### config.mk
export PLATFORM = sky130hd
export DESIGN_NAME = shift_seq_ctrl
export DESIGN_NICKNAME = d
export VERILOG_FILES = /design/src/rtl/shift_seq_ctrl.sv
export SDC_FILE = /design/constraint.sdc
export NUM_CORES = 1
export LEC_CHECK = 0
export CORE_UTILIZATION = 43
export DETAILED_ROUTE_END_ITERATION = 8
export PLACE_DENSITY = 0.77
export SLEW_MARGIN = 20
export SYNTH_ARGS = -nofsm -noshare
export SYNTH_HDL_FRONTEND = slang
export SYNTH_SLANG_ARGS = --single-unit
### constraint.sdc
create_clock -name clk -period 3.6 [get_ports clk]
set_input_delay 0.9 -clock clk [delete_from_list [all_inputs] [get_ports clk]]
set_output_delay 0.9 -clock clk [all_outputs]
set_load 0.05 [all_outputs]
### src/rtl/shift_seq_ctrl.sv
// Multi-cycle shift sequencer: drives an external combinational 32-bit logical barrel shifter
// over one or two passes to build SLL, SRL, SRA, ROL and ROR behind valid/ready handshakes.
module shift_seq_ctrl #(
  parameter int unsigned DATA_W       = 32,
  parameter bit          ALLOW_ROTATE = 1'b1
) (
  input  logic              clk,
  input  logic              rst_n,
  input  logic              req_valid,
  output logic              req_ready,
  input  logic [2:0]        req_op,
  input  logic [DATA_W-1:0] req_data,
  input  logic [DATA_W-1:0] req_amt,
  output logic              resp_valid,
  input  logic              resp_ready,
  output logic [DATA_W-1:0] resp_data,
  output logic              resp_err,
  output logic [DATA_W-1:0] sh_inp,
  output logic              sh_dir,
  output logic [DATA_W-1:0] sh_amt,
  input  logic [DATA_W-1:0] sh_out
);

  localparam logic [2:0] OpSll = 3'b000;
  localparam logic [2:0] OpSrl = 3'b001;
  localparam logic [2:0] OpSra = 3'b010;
  localparam logic [2:0] OpRol = 3'b011;
  localparam logic [2:0] OpRor = 3'b100;

  localparam logic [DATA_W-1:0] FullW   = DATA_W'(DATA_W);
  localparam logic [DATA_W-1:0] AllOnes = '1;

  typedef enum logic [1:0] {StIdle, StPass1, StPass2, StDone} state_e;

  state_e            r_state;
  state_e            w_state_next;
  logic [2:0]        r_op;
  logic [DATA_W-1:0] r_data;
  logic [DATA_W-1:0] r_amt;
  logic [DATA_W-1:0] r_r1;
  logic              r_illegal;
  logic [DATA_W-1:0] r_resp_data;
  logic              r_resp_err;

  logic              w_req_legal;
  logic              w_single_pass;
  logic [DATA_W-1:0] w_sra_n;
  logic [DATA_W-1:0] w_rot_n;
  logic [DATA_W-1:0] w_pass2_res;

  assign w_req_legal = (req_op == OpSll) || (req_op == OpSrl) || (req_op == OpSra) ||
                       (ALLOW_ROTATE && ((req_op == OpRol) || (req_op == OpRor)));

  assign w_single_pass = (r_op == OpSll) || (r_op == OpSrl);
  assign w_sra_n       = (r_amt > FullW) ? FullW : r_amt;
  assign w_rot_n       = {{(DATA_W-5){1'b0}}, r_amt[4:0]};

  // SRA fills vacated high bits with ones only for negative operands; rotates merge both halves.
  assign w_pass2_res = (r_op == OpSra) ? (r_data[DATA_W-1] ? (r_r1 | sh_out) : r_r1)
                                       : (r_r1 | sh_out);

  assign resp_valid = (r_state == StDone);
  assign resp_data  = r_resp_data;
  assign resp_err   = r_resp_err;

  always_comb begin
    w_state_next = r_state;
    req_ready    = 1'b0;
    sh_inp       = '0;
    sh_dir       = 1'b0;
    sh_amt       = '0;
    unique case (r_state)
      StIdle: begin
        req_ready = 1'b1;
        if (req_valid) w_state_next = StPass1;
      end
      StPass1: begin
        // Illegal ops idle here one cycle so their latency matches SLL/SRL.
        if (!r_illegal) begin
          case (r_op)
            OpSll: begin sh_inp = r_data; sh_dir = 1'b1; sh_amt = r_amt;   end
            OpSrl: begin sh_inp = r_data; sh_dir = 1'b0; sh_amt = r_amt;   end
            OpSra: begin sh_inp = r_data; sh_dir = 1'b0; sh_amt = w_sra_n; end
            OpRol: begin sh_inp = r_data; sh_dir = 1'b1; sh_amt = w_rot_n; end
            OpRor: begin sh_inp = r_data; sh_dir = 1'b0; sh_amt = w_rot_n; end
            default: ;
          endcase
        end
        w_state_next = (r_illegal || w_single_pass) ? StDone : StPass2;
      end
      StPass2: begin
        case (r_op)
          OpSra: begin sh_inp = AllOnes; sh_dir = 1'b1; sh_amt = FullW - w_sra_n; end
          OpRol: begin sh_inp = r_data;  sh_dir = 1'b0; sh_amt = FullW - w_rot_n; end
          OpRor: begin sh_inp = r_data;  sh_dir = 1'b1; sh_amt = FullW - w_rot_n; end
          default: ;
        endcase
        w_state_next = StDone;
      end
      StDone: begin
        if (resp_ready) w_state_next = StIdle;
      end
      default: w_state_next = StIdle;
    endcase
  end

  always_ff @(posedge clk or negedge rst_n) begin
    if (!rst_n) begin
      r_state     <= StIdle;
      r_op        <= '0;
      r_data      <= '0;
      r_amt       <= '0;
      r_r1        <= '0;
      r_illegal   <= 1'b0;
      r_resp_data <= '0;
      r_resp_err  <= 1'b0;
    end else begin
      r_state <= w_state_next;
      unique case (r_state)
        StIdle: begin
          if (req_valid) begin
            r_op      <= req_op;
            r_data    <= req_data;
            r_amt     <= req_amt;
            r_illegal <= !w_req_legal;
          end
        end
        StPass1: begin
          r_r1 <= sh_out;
          if (r_illegal) begin
            r_resp_data <= '0;
            r_resp_err  <= 1'b1;
          end else if (w_single_pass) begin
            r_resp_data <= sh_out;
            r_resp_err  <= 1'b0;
          end
        end
        StPass2: begin
          r_resp_data <= w_pass2_res;
          r_resp_err  <= 1'b0;
        end
        default: ;
      endcase
    end
  end

endmodule

==> run summary, run 1 <==
- 9.33 ps — maximum clock skew at final layout
- 0.846 — global placement routability congestion
- 0.305 — fraction of final layout cells with drive strength greater than 1
- 2700 ps — required time worst endpoint
- 45 — cell row count
- 0.150 — power share of the clock group
- 420 ps — clock latency reported for the late side of the worst-skew pair
- 0 — detailed-route DRC error count
- 203 — number of placed I/O pins
- 953 — fin nets
- 53 — number of distinct library cells after synthesis
- register to register — class of the tightest hold or removal check
- 0 — Congestion Overflow GR
- inv_1 > ha_2 > or3b_4 > o21a_4 > nor3_4 > nand2_1 > ha_4 > or4b_4 > nand2_2 > buf_12 — cells traversed along the worst timing path
- 0.0154 sq mm — placeable core region
- 10.7 sq um — mean cell area of the mapped netlist
- 202 — number of buffer cells added on primary ports
- 1.00 — share of synthesized registers carrying an async set or reset
- 4.58 mW — power dissipated by switching net loads
- 2 — Hold Path Cell Cnt
- 135 — TritonCTS sink count
- 0 — Inserted Diodes
- 52.9% — Layout Area Growth over Synthesis
- finished, violations left — outcome
- 0.448 — effective utilization at floorplan
- 0.431 — Sw Ratio
- 2 — Bufs and invs on worst path
- 853 ps — Slew @ Worst Pin
- 1067 — non-filler cells, final
- 0 — max-capacitance violation count
- 1.10 — fin crit share
- 60 ps — clock slew at reported path FFs
- 0.0166 sq mm — Die Footprint
- 10 — total stage count of the critical path
- 3060 ps — worst path arrival time
- 6107 — vias in the first global route
- 13.5 mm — final HPWL from detailed placement
- 0.0106 sq mm — fin area
- 2 — Clock Path Buffers
- 23 — # setup viols final
- 0 — Final Slew Violations
- 1010 mW/mm^2 — total power per unit cell area
- 0.244 — GRT Resource Usage Total
- yes — RSZ-0062 raised after global routing
- sky130_fd_sc_hd__dfrtp_1 — most used flip-flop cell after synthesis
- 0.585 — Comb power frac
- built — clock tree from TritonCTS
- sky130_fd_sc_hd__clkbuf_16 — Root Buffer
- 129 microns — Chip Height
- 0.253 GHz — maximum operating frequency
- 328 — DR iter-0 viols
- 4 — number of H-tree branching levels
- 18.3 microns — Wirelength per Cell
- 0 — number of antenna violations at the first check in global routing
- sky130_fd_sc_hd__or4b_4 — CP max-delay cell
- 1029 — Placed Cells incl. Taps
- 757 — post-synth net total
- 31.4 mm — first-pass GRT wire length
- 5883 — vias after detailed routing
- 648 — synthesized instance count
- -358 ps — minimum setup slack in the final design
- 1140 — number of fill cells in the layout
- 0 — remaining antenna violation count
- 0.567 mV — Max VDD drop
- 0.489 — share of the yosys chip area belonging to registers
- 0 — Post-synth EDFFs
- 0.00986 sq mm — area post-placement
- 0 — Hold Fails Final Rpt
- 4 — DR pass1 iterations
- 129 microns — Die Width
- negative setup slack — violations in the final reports
- 6.04 mW — Internal
- 6 — largest fanout of any net on the critical path
- register to output pin — path type of the worst setup path
- 3960 ps — post-layout min period
- output pin — kind of end point of the critical path
- 7 — number of cells traversed by the worst register-to-register path
- 4.36 nW — static leakage
- 476 ps — Worst Hold Margin
- 0 — total of warnings raised by yosys
- 135 — number of synthesized register bits
- 0.00691 sq mm — Cell Area, Synth
- 590 ps — delay of the slowest cell on the worst path
- register — element type at the critical path start
- 17 — CTS Buf Count
- 5.51 — via density per instance
- 0.265 — Reg power frac
- 0.419 — relative max-transition margin
- 19.6 mm — final WL
- simple AND/OR/NAND/NOR gates — Crit path max-delay family
- 72 — maximum number of pins on one net before global-route repair
## sequential cells by signal (all words and copies together), names as in the netlist
register / flops
r_op: 3
resp_data: 32
r_data: 32
resp_err: 1
r_illegal: 1
r_state: 2
r_r1: 32
r_amt: 32
## worst register-to-register path: stages, from the launching register on
cell and delay [ps]:
sky130_fd_sc_hd__dfrtp_1 410, sky130_fd_sc_hd__inv_1 120, sky130_fd_sc_hd__ha_2 200, sky130_fd_sc_hd__buf_4 420, sky130_fd_sc_hd__mux2i_4 820, sky130_fd_sc_hd__buf_12 270
sky130_fd_sc_hd__nand2_1 80, sky130_fd_sc_hd__o21ai_0 90
## cell families (layout without fill, tap and decap cells)
| kind of cell | Yosys count | after routing | synth area share |
|---|---|---|---|
| simple gates | 164 | 166 | 0.132 |
| mux | 102 | 102 | 0.166 |
| flops | 135 | 135 | 0.489 |
| buf+inv | 61 | 267 | 0.0371 |
| fa+ha+maj | 6 | 6 | 0.0109 |
| compound gates | 180 | 180 | 0.165 |
## cell usage after synthesis (all sizes together) (5+ instances only)
cell       n  area (sq um)
clkbuf    36           135
and3      16           100
nand4     15           100
nor4       8          50.1
ha         6          75.1
dfrtp    135          3380
nand3      5          30.0
o21a      17           135
nor2b     34           213
o21ai     39           195
a21oi     70           350
nand2b     5          31.3
a2bb2oi   32           280
buf       18          95.1
nand2     56           210
mux2     100          1130
nor2       8          32.5
inv        6          22.5
## what timing repair did
| action | 4_1_cts | 5_1_grt |
|---|---|---|
| pin swaps | 12 | 5 |
| cloned | 2 | 0 |
| endpoints found under the hold margin | 0 | 0 |
| setup endpoints to repair | 30 | 64 |
| hold buffers | 0 | 0 |
| resized for setup | 15 | 16 |
| buffers inserted | 4 | 1 |
## stage by stage
step	total power, mW	setup TNS, ps	worst slack (ps)	util
after floorplan	6.70	-1760	-164	-
after global placement	8.77	0	98.0	0.639
after detailed placement	8.94	0	30.9	0.639
after CTS	10.6	-5500	-341	0.681
after global routing	11.2	-8650	-477	0.685
final	10.6	-5190	-358	0.685
## cell usage in the layout (no fill, tap or decap), drive strengths merged, types with 3 or more instances in the layout
cell type and instances:
a21boi 3, a21oi 70, a2bb2oi 32, and3 16
buf 93, clkbuf 24, clkdlybuf4s50 136, clkinv 4
clkinvlp 4, dfrtp 135, ha 6, inv 6
mux2 100, nand2 56, nand2b 5, nand3 5
nand4 15, nor2 8, nor2b 34, nor3 4
nor3b 3, nor4 8, o211ai 3, o21a 17
o21ai 39, o22ai 4, or4b 3
## metal layers
metal / wire (microns) / up-vias / global-route usage
met4: 606 / 0 / 0.103
li1: - / 2741 / -
met5: 0 / - / 0
met1: 8130 / 2890 / 0.300
met3: 1300 / 40 / 0.0790
met2: 9520 / 212 / 0.394
## final timing paths
kind | slack, ps | endpoint | startpoint
min in group asynchronous | 490 | r_data[13] | rst_n
worst max register to register | 1100 | resp_data[22] | r_state[1]
worst max-delay path | -360 | sh_amt[18] | r_amt[0]
worst min-delay path | 480 | resp_data[23] | resp_data[23]
max in group asynchronous | 2320 | r_r1[3] | rst_n
worst min register to register | 480 | resp_data[23] | resp_data[23]
## layout make-up
type,count,area (sq um),share of cell area
inverters,7,26.3,0.00249
clock buffers,24,502,0.0475
repair buffers,229,2930,0.277
clock inverters,7,45.0,0.00426
flip-flops and latches,135,3380,0.320
well taps,211,264,0.0250
multi-input cells,454,3420,0.324
## power groups by stage
stage,combinational [mW],sequential (mW),clock [mW]
after global routing,6.63,2.92,1.68
after floorplan,3.46,3.25,0
final,6.22,2.82,1.59
after global placement,6.01,2.76,0
after detailed placement,6.12,2.82,0
after CTS,6.21,2.81,1.62
Power figures use the tool's default switching activity.
==> run 2, diff against run 1 <==
==> constraint.sdc (replaced) <==
create_clock -name clk -period 3.6 [get_ports clk]
set_input_delay 0.9 -clock clk [delete_from_list [all_inputs] [get_ports clk]]
set_output_delay 0.9 -clock clk [all_outputs]
set_load 0.005 [all_outputs]
==> run 2 against run 1 <==
- the flow still finishes with violations (negative setup slack)
- worst hold slack improved by 1.7 ps
- sequential cell count unchanged
- sequential power decreased by 2%
- critical path type unchanged
==> run summary, run 2 (synthesis results as in run 1) <==
- 60 ps — clock slew at reported path FFs, about the same
- 49.0% — Layout Area Growth over Synthesis
- 5 — DR pass1 iterations, +1
- 45 — cell row count, unchanged
- sky130_fd_sc_hd__clkbuf_16 — Root Buffer
- sky130_fd_sc_hd__clkdlybuf4s50_1 — most common cell after layout, fill and taps aside
- 1.10 — fin crit share, +0.00450
- resp_data[25] — RR Endpoint
- 202 — number of buffer cells added on primary ports, unchanged
- 743 ps — Slew @ Worst Pin, -110 ps
- 0 — remaining antenna violation count, unchanged
- 0.503 — relative max-transition margin, +0.0837
- 18.1 microns — Wirelength per Cell, -1.4%
- 11 — total stage count of the critical path, +1
- 351 — DR iter-0 viols, +7.0%
- simple AND/OR/NAND/NOR gates — Crit path max-delay family
- 0.0166 sq mm — Die Footprint, unchanged
- 6 — number of cells traversed by the worst register-to-register path, -1
- yes — RSZ-0062 raised after global routing
- 3970 ps — post-layout min period, +16.2 ps
- sh_amt[18] — Critical path destination
- 6398 — vias in the first global route, +4.8%
- 203 — number of placed I/O pins, unchanged
- 0 — max-capacitance violation count, unchanged
- 1168 — number of fill cells in the layout, +2.5%
- sky130_fd_sc_hd__clkdlybuf4s50_1 (155), sky130_fd_sc_hd__dfrtp_1 (134), sky130_fd_sc_hd__mux2_2 (100) — commonest non-fill, non-tap cells in the layout
- -374 ps — minimum setup slack in the final design, -16.2 ps
- register — element type at the critical path start
- 0 — detailed-route DRC error count, unchanged
- 4.03 ps — maximum clock skew at final layout, -5.30 ps
- 74 — maximum number of pins on one net before global-route repair, +2.8%
- 12.9 mm — final HPWL from detailed placement, -4.0%
- 6168 — vias after detailed routing, +4.8%
- output pin — kind of end point of the critical path
- 0.00939 sq mm — area post-placement, -4.8%
- r_amt[1] — crit path from
- 9.19 mW — Total Power Consumption, -14%
- 0 — Hold Fails Final Rpt, unchanged
- 2700 ps — required time worst endpoint, about the same
- 0 — Inserted Diodes, unchanged
- 4 — number of H-tree branching levels, unchanged
- 0.308 — fraction of final layout cells with drive strength greater than 1, +0.00262
- 0.0154 sq mm — placeable core region, unchanged
- 31.7 mm — first-pass GRT wire length, +1.1%
- 2 — Clock Path Buffers, unchanged
- 17 — CTS Buf Count, unchanged
- built — clock tree from TritonCTS
- 1054 — Placed Cells incl. Taps, +2.4%
- 129 microns — Die Width, unchanged
- 0 — Final Slew Violations, unchanged
- finished, violations left — outcome
- 892 mW/mm^2 — total power per unit cell area, -11%
- 3 — Bufs and invs on worst path, +1
- 4.66 nW — static leakage, +6.9%
- 0.00338 sq mm — footprint of the flip-flops and latches, unchanged
- r_state[1] — r2r startpoint
- 1000 — fin nets, +4.9%
- resp_data[27] — worst hold start
- negative setup slack — violations in the final reports
- -5010 ps — summed negative setup slack over all endpoints, +174 ps
- 0.496 mV — Max VDD drop, -13%
- 600 ps — delay of the slowest cell on the worst path, about the same
- 0.246 — GRT Resource Usage Total, +0.00228
- 0.448 — effective utilization at floorplan, unchanged
- 5 — largest fanout of any net on the critical path, -1
- 129 microns — Chip Height, unchanged
- 0.00343 sq mm — area used by multi-input combinational logic, +0.11%
- register to register — class of the tightest hold or removal check
- 0 — number of antenna violations at the first check in global routing, unchanged
- 410 ps — clock latency reported for the late side of the worst-skew pair, about the same
- 1350 ps — setup slack of the most critical reg-to-reg path, +250 ps
- 0.0103 sq mm — fin area, -2.5%
- 3070 ps — worst path arrival time, about the same
- 0 — Congestion Overflow GR, unchanged
- 0 — hold-fix buffer count after cts, unchanged
- 135 — TritonCTS sink count, unchanged
- 0.906 — global placement routability congestion, +7.2%
- 1115 — non-filler cells, final, +4.5%
- 5.53 — via density per instance, +0.33%
- sky130_fd_sc_hd__or4b_4 — CP max-delay cell
- 20.2 mm — final WL, +3.0%
- 0.252 GHz — maximum operating frequency, -0.41%
- 478 ps — Worst Hold Margin, +1.71 ps
- inv_2 > ha_4 > or3b_4 > o21a_4 > nor3_4 > nand2_2 > ha_4 > or4b_4 > buf_6 > nand2_2 > buf_2 — cells traversed along the worst timing path
- register to output pin — path type of the worst setup path
- 22 — # setup viols final, -4.3%
==> run 2: cell count changes in the layout (fill, tap and decap cells not counted), sizes merged <==
cell	before	now
clkdlybuf4s50	136	155
dlymetal6s2s	0	16
clkbuf	24	31
buf	93	99
bufinv	0	1
clkinv	4	3
clkinvlp	4	3
dlygate4sd2	0	1
==> run 2: worst reg2reg max path: stages, from the launching register on <==
cell                      delay, ps
sky130_fd_sc_hd__dfrtp_1        410
sky130_fd_sc_hd__inv_2          100
sky130_fd_sc_hd__ha_4           140
sky130_fd_sc_hd__buf_4          420
sky130_fd_sc_hd__mux2i_4        300
sky130_fd_sc_hd__buf_4          500
sky130_fd_sc_hd__o21ai_0        230
==> run 2: routing by layer <==
layer / vias up / wire length, microns / global-route usage
li1: 2833 / - / -
met1: 3014 / 8020 / 0.287
met2: 266 / 10200 / 0.423
met3: 55 / 1240 / 0.0620
met4: 0 / 669 / 0.118
met5: - / 0 / 0
==> run 2: through the flow <==
| stage | utilization | setup WS [ps] |
|---|---|---|
| global placement | 0.609 | -184 |
| global route | 0.668 | -455 |
| detailed placement | 0.609 | -265 |
| floorplan | - | 115 |
| finish | 0.668 | -374 |
| CTS | 0.657 | -374 |
==> run 2: worst min path at each step <==
stage / endpoint / slack [ps] / depth (start not counted)
2_1_floorplan: resp_data[13] / 470 / 2
3_3_place_gp: resp_data[13] / 460 / 2
3_5_place_dp: resp_data[14] / 470 / 2
4_1_cts: resp_data[13] / 480 / 2
5_1_grt: resp_data[28] / 510 / 2
6_report: resp_data[27] / 480 / 2
==> run 2: cell type report <==
cell class | count | area share
multi-input cells | 454 | 0.333
flip-flops and latches | 135 | 0.328
repair buffers | 276 | 0.254
clock buffers | 26 | 0.0514
well taps | 211 | 0.0256
clock inverters | 6 | 0.00607
inverters | 7 | 0.00255
==> run 2: repair_timing <==
| item | CTS | global route |
|---|---|---|
| setup buffers | 10 | 16 |
| gates resized for setup | 98 | 73 |
| cloned | 3 | 0 |
| pin swaps | 13 | 19 |
| setup endpoints to repair | 64 | 64 |
==> run 2: power by group <==
part | switching [mW] | internal (mW)
clock | 0.630 | 1.08
combinational | 2.17 | 2.55
sequential | 0.463 | 2.30
==> run 3, diff against run 2 <==
--- a/config.mk
+++ b/config.mk
@@ -5,9 +5,10 @@
 export SDC_FILE = /design/constraint.sdc
 export NUM_CORES = 1
 export LEC_CHECK = 0
+export CORE_ASPECT_RATIO = 2
 export CORE_UTILIZATION = 43
 export DETAILED_ROUTE_END_ITERATION = 8
-export PLACE_DENSITY = 0.77
+export PLACE_DENSITY_LB_ADDON = 0.3
 export SLEW_MARGIN = 20
 export SYNTH_ARGS = -nofsm -noshare
 export SYNTH_HDL_FRONTEND = slang
==> run 3 against run 2 <==
- the run still ends with negative setup slack left
- register-to-register slack got worse by 70 ps
- power rose by 0.38%
- clock power rose by 3%
- wire length rose by 3.5%
- critical path depth did not move
- critical path type unchanged
==> run summary, run 3 (synthesis results as in run 1) <==
- 111 — maximum number of pins on one net before global-route repair, +50%
- 16 — # setup viols final, -27%
- 895 ps — Slew @ Worst Pin, +152 ps
- 0.300 — Reg power frac, about the same
- 0.865 — global placement routability congestion, -4.6%
- sky130_fd_sc_hd__clkdlybuf4s50_1 (151), sky130_fd_sc_hd__dfrtp_1 (135), sky130_fd_sc_hd__mux2_2 (100) — commonest non-fill, non-tap cells in the layout
- 0.510 — Comb power frac, -0.003
- 906 mW/mm^2 — total power per unit cell area, +1.6%
- 0.301 — fraction of final layout cells with drive strength greater than 1, -0.00652
- 5.87 mW — Internal, -0.93%
- 17 — CTS Buf Count, unchanged
- 2700 ps — required time worst endpoint, about the same
- 0.0166 sq mm — Die Footprint, +0.19%
- 0 — detailed-route DRC error count, unchanged
- 0 — max-capacitance violation count, unchanged
- 0.645 — Post-Route Utilization, -0.0225
- 483 ps — Worst Hold Margin, +4.40 ps
- 10.5 ps — maximum clock skew at final layout, +6.43 ps
- yes — RSZ-0062 raised after global routing
- 202 — number of buffer cells added on primary ports, unchanged
- 20.9 mm — final WL, +3.5%
- output pin — kind of end point of the critical path
- 410 ps — clock latency reported for the late side of the worst-skew pair, about the same
- 0.404 — relative max-transition margin, -0.0995
- 5.60 — via density per instance, +1.2%
- 0 — Final Slew Violations, unchanged
- 0 — remaining antenna violation count, unchanged
- finished, violations left — outcome
- 1.07 — fin crit share, -0.0301
- 3.35 mW — power dissipated by switching net loads, +2.8%
- 0.448 mV — Max VDD drop, -9.6%
- 181 microns — Chip Height, +41%
- 0.0158 sq mm — placeable core region, +2.3%
- -3390 ps — summed negative setup slack over all endpoints, +1620 ps
- 0 — number of antenna violations at the first check in global routing, unchanged
- 0.259 GHz — maximum operating frequency, +2.8%
- 0.257 — GRT Resource Usage Total, +0.0111
- 203 — number of placed I/O pins, unchanged
- inv_1 > ha_2 > or3b_4 > o21a_4 > nor3_4 > nand2_1 > ha_2 > or4b_4 > buf_6 > nand2_2 > buf_6 — cells traversed along the worst timing path
- 3 — Bufs and invs on worst path, unchanged
- 65 — cell row count, +44%
- 0 — hold-fix buffer count after cts, unchanged
- register to output pin — path type of the worst setup path
- simple AND/OR/NAND/NOR gates — Crit path max-delay family
- 6 — DR pass1 iterations, +1
- register to register — class of the tightest hold or removal check
- -266 ps — minimum setup slack in the final design, +108 ps
- 550 ps — delay of the slowest cell on the worst path, -50 ps
- 33.3 mm — first-pass GRT wire length, +5.0%
- sky130_fd_sc_hd__clkbuf_16 — Root Buffer
- 4 — number of H-tree branching levels, unchanged
- 0 — Inserted Diodes, unchanged
- 206 — DR iter-0 viols, -41%
- 60 ps — clock slew at reported path FFs, about the same
- 91.7 microns — Die Width, -29%
- register — element type at the critical path start
- negative setup slack — violations in the final reports
- 4.45 nW — static leakage, -4.4%
- 0.438 — effective utilization at floorplan, -0.00995
- 47.2% — Layout Area Growth over Synthesis
- sky130_fd_sc_hd__clkdlybuf4s50_1 — most common cell after layout, fill and taps aside
- 0 — Hold Fails Final Rpt, unchanged
- 0.190 — power share of the clock group, +0.004
- 19.0 microns — Wirelength per Cell, +5.1%
- 135 — TritonCTS sink count, unchanged
- built — clock tree from TritonCTS
- 2970 ps — worst path arrival time, -100 ps
- 3870 ps — post-layout min period, -108 ps
- 0.363 — Sw Ratio, +0.00843
- 993 — fin nets, -0.70%
- 6145 — vias after detailed routing, -0.37%
- 4 — largest fanout of any net on the critical path, -1
- sky130_fd_sc_hd__or4b_4 — CP max-delay cell
- 2 — Clock Path Buffers, unchanged
- 0 — Congestion Overflow GR, unchanged
- 6588 — vias in the first global route, +3.0%
- 13.9 mm — final HPWL from detailed placement, +7.9%
- 9.23 mW — Total Power Consumption, +0.38%
run 3: path summary, 6_finish.rpt:
check | from | endpoint | slack [ps] | cells past startpoint
max | r_amt[1] | sh_amt[6] | -270 | 11
min | resp_data[25] | resp_data[25] | 480 | 2
max reg2reg | r_state[0] | resp_data[17] | 1280 | 6
min reg2reg | resp_data[25] | resp_data[25] | 480 | 2
max in group asynchronous | rst_n | resp_data[31] | 2220 | 2
min in group asynchronous | rst_n | resp_data[21] | 600 | 1
run 3: cell type report:
class / instances / area (sq um)
clock inverters: 14 / 164
multi-input cells: 454 / 3420
fillers: 1267 / 5600
clock buffers: 18 / 429
repair buffers: 269 / 2510
well taps: 201 / 251
inverters: 7 / 26.3
flip-flops and latches: 135 / 3380
run 3: worst register-to-register path, stage by stage, from the launching register on:
cell and delay [ps]:
sky130_fd_sc_hd__dfrtp_1 400, sky130_fd_sc_hd__buf_4 130, sky130_fd_sc_hd__ha_2 190, sky130_fd_sc_hd__buf_4 440, sky130_fd_sc_hd__mux2i_4 300, sky130_fd_sc_hd__buf_4 510
sky130_fd_sc_hd__o21ai_0 210
run 3: what timing repair did:
item                                    in CTS  in global routing
endpoints found under the setup margin      64                 35
resized for setup                          173                 13
cloned                                       4                  0
buffers inserted                            18                  4
pin swaps                                   25                 12
run 3: through the flow:
step           instances  worst slack [ps]  instance area [sq um]
6_report            1098              -266                  10200
3_3_place_gp        1041              -146                   9350
4_1_cts             1095              -389                  10100
3_5_place_dp        1041              -231                   9350
5_1_grt             1098              -328                  10200
2_1_floorplan        648               115                   6910
run 3: per-layer routing:
metal	global-route usage	part of all wire	vias up
met4	0.135	0.037	0
met1	0.264	0.35	3072
met5	0	0	-
met3	0.0396	0.037	43
met2	0.488	0.57	203
li1	-	-	2827
run 3: power groups by stage:
stage	sequential [mW]	clock [mW]	combinational [mW]
2_1_floorplan	2.68	0	2.71
3_3_place_gp	2.70	0	4.41
3_5_place_dp	2.77	0	4.54
4_1_cts	2.75	1.80	4.71
5_1_grt	2.85	1.86	5.12
6_report	2.76	1.76	4.71
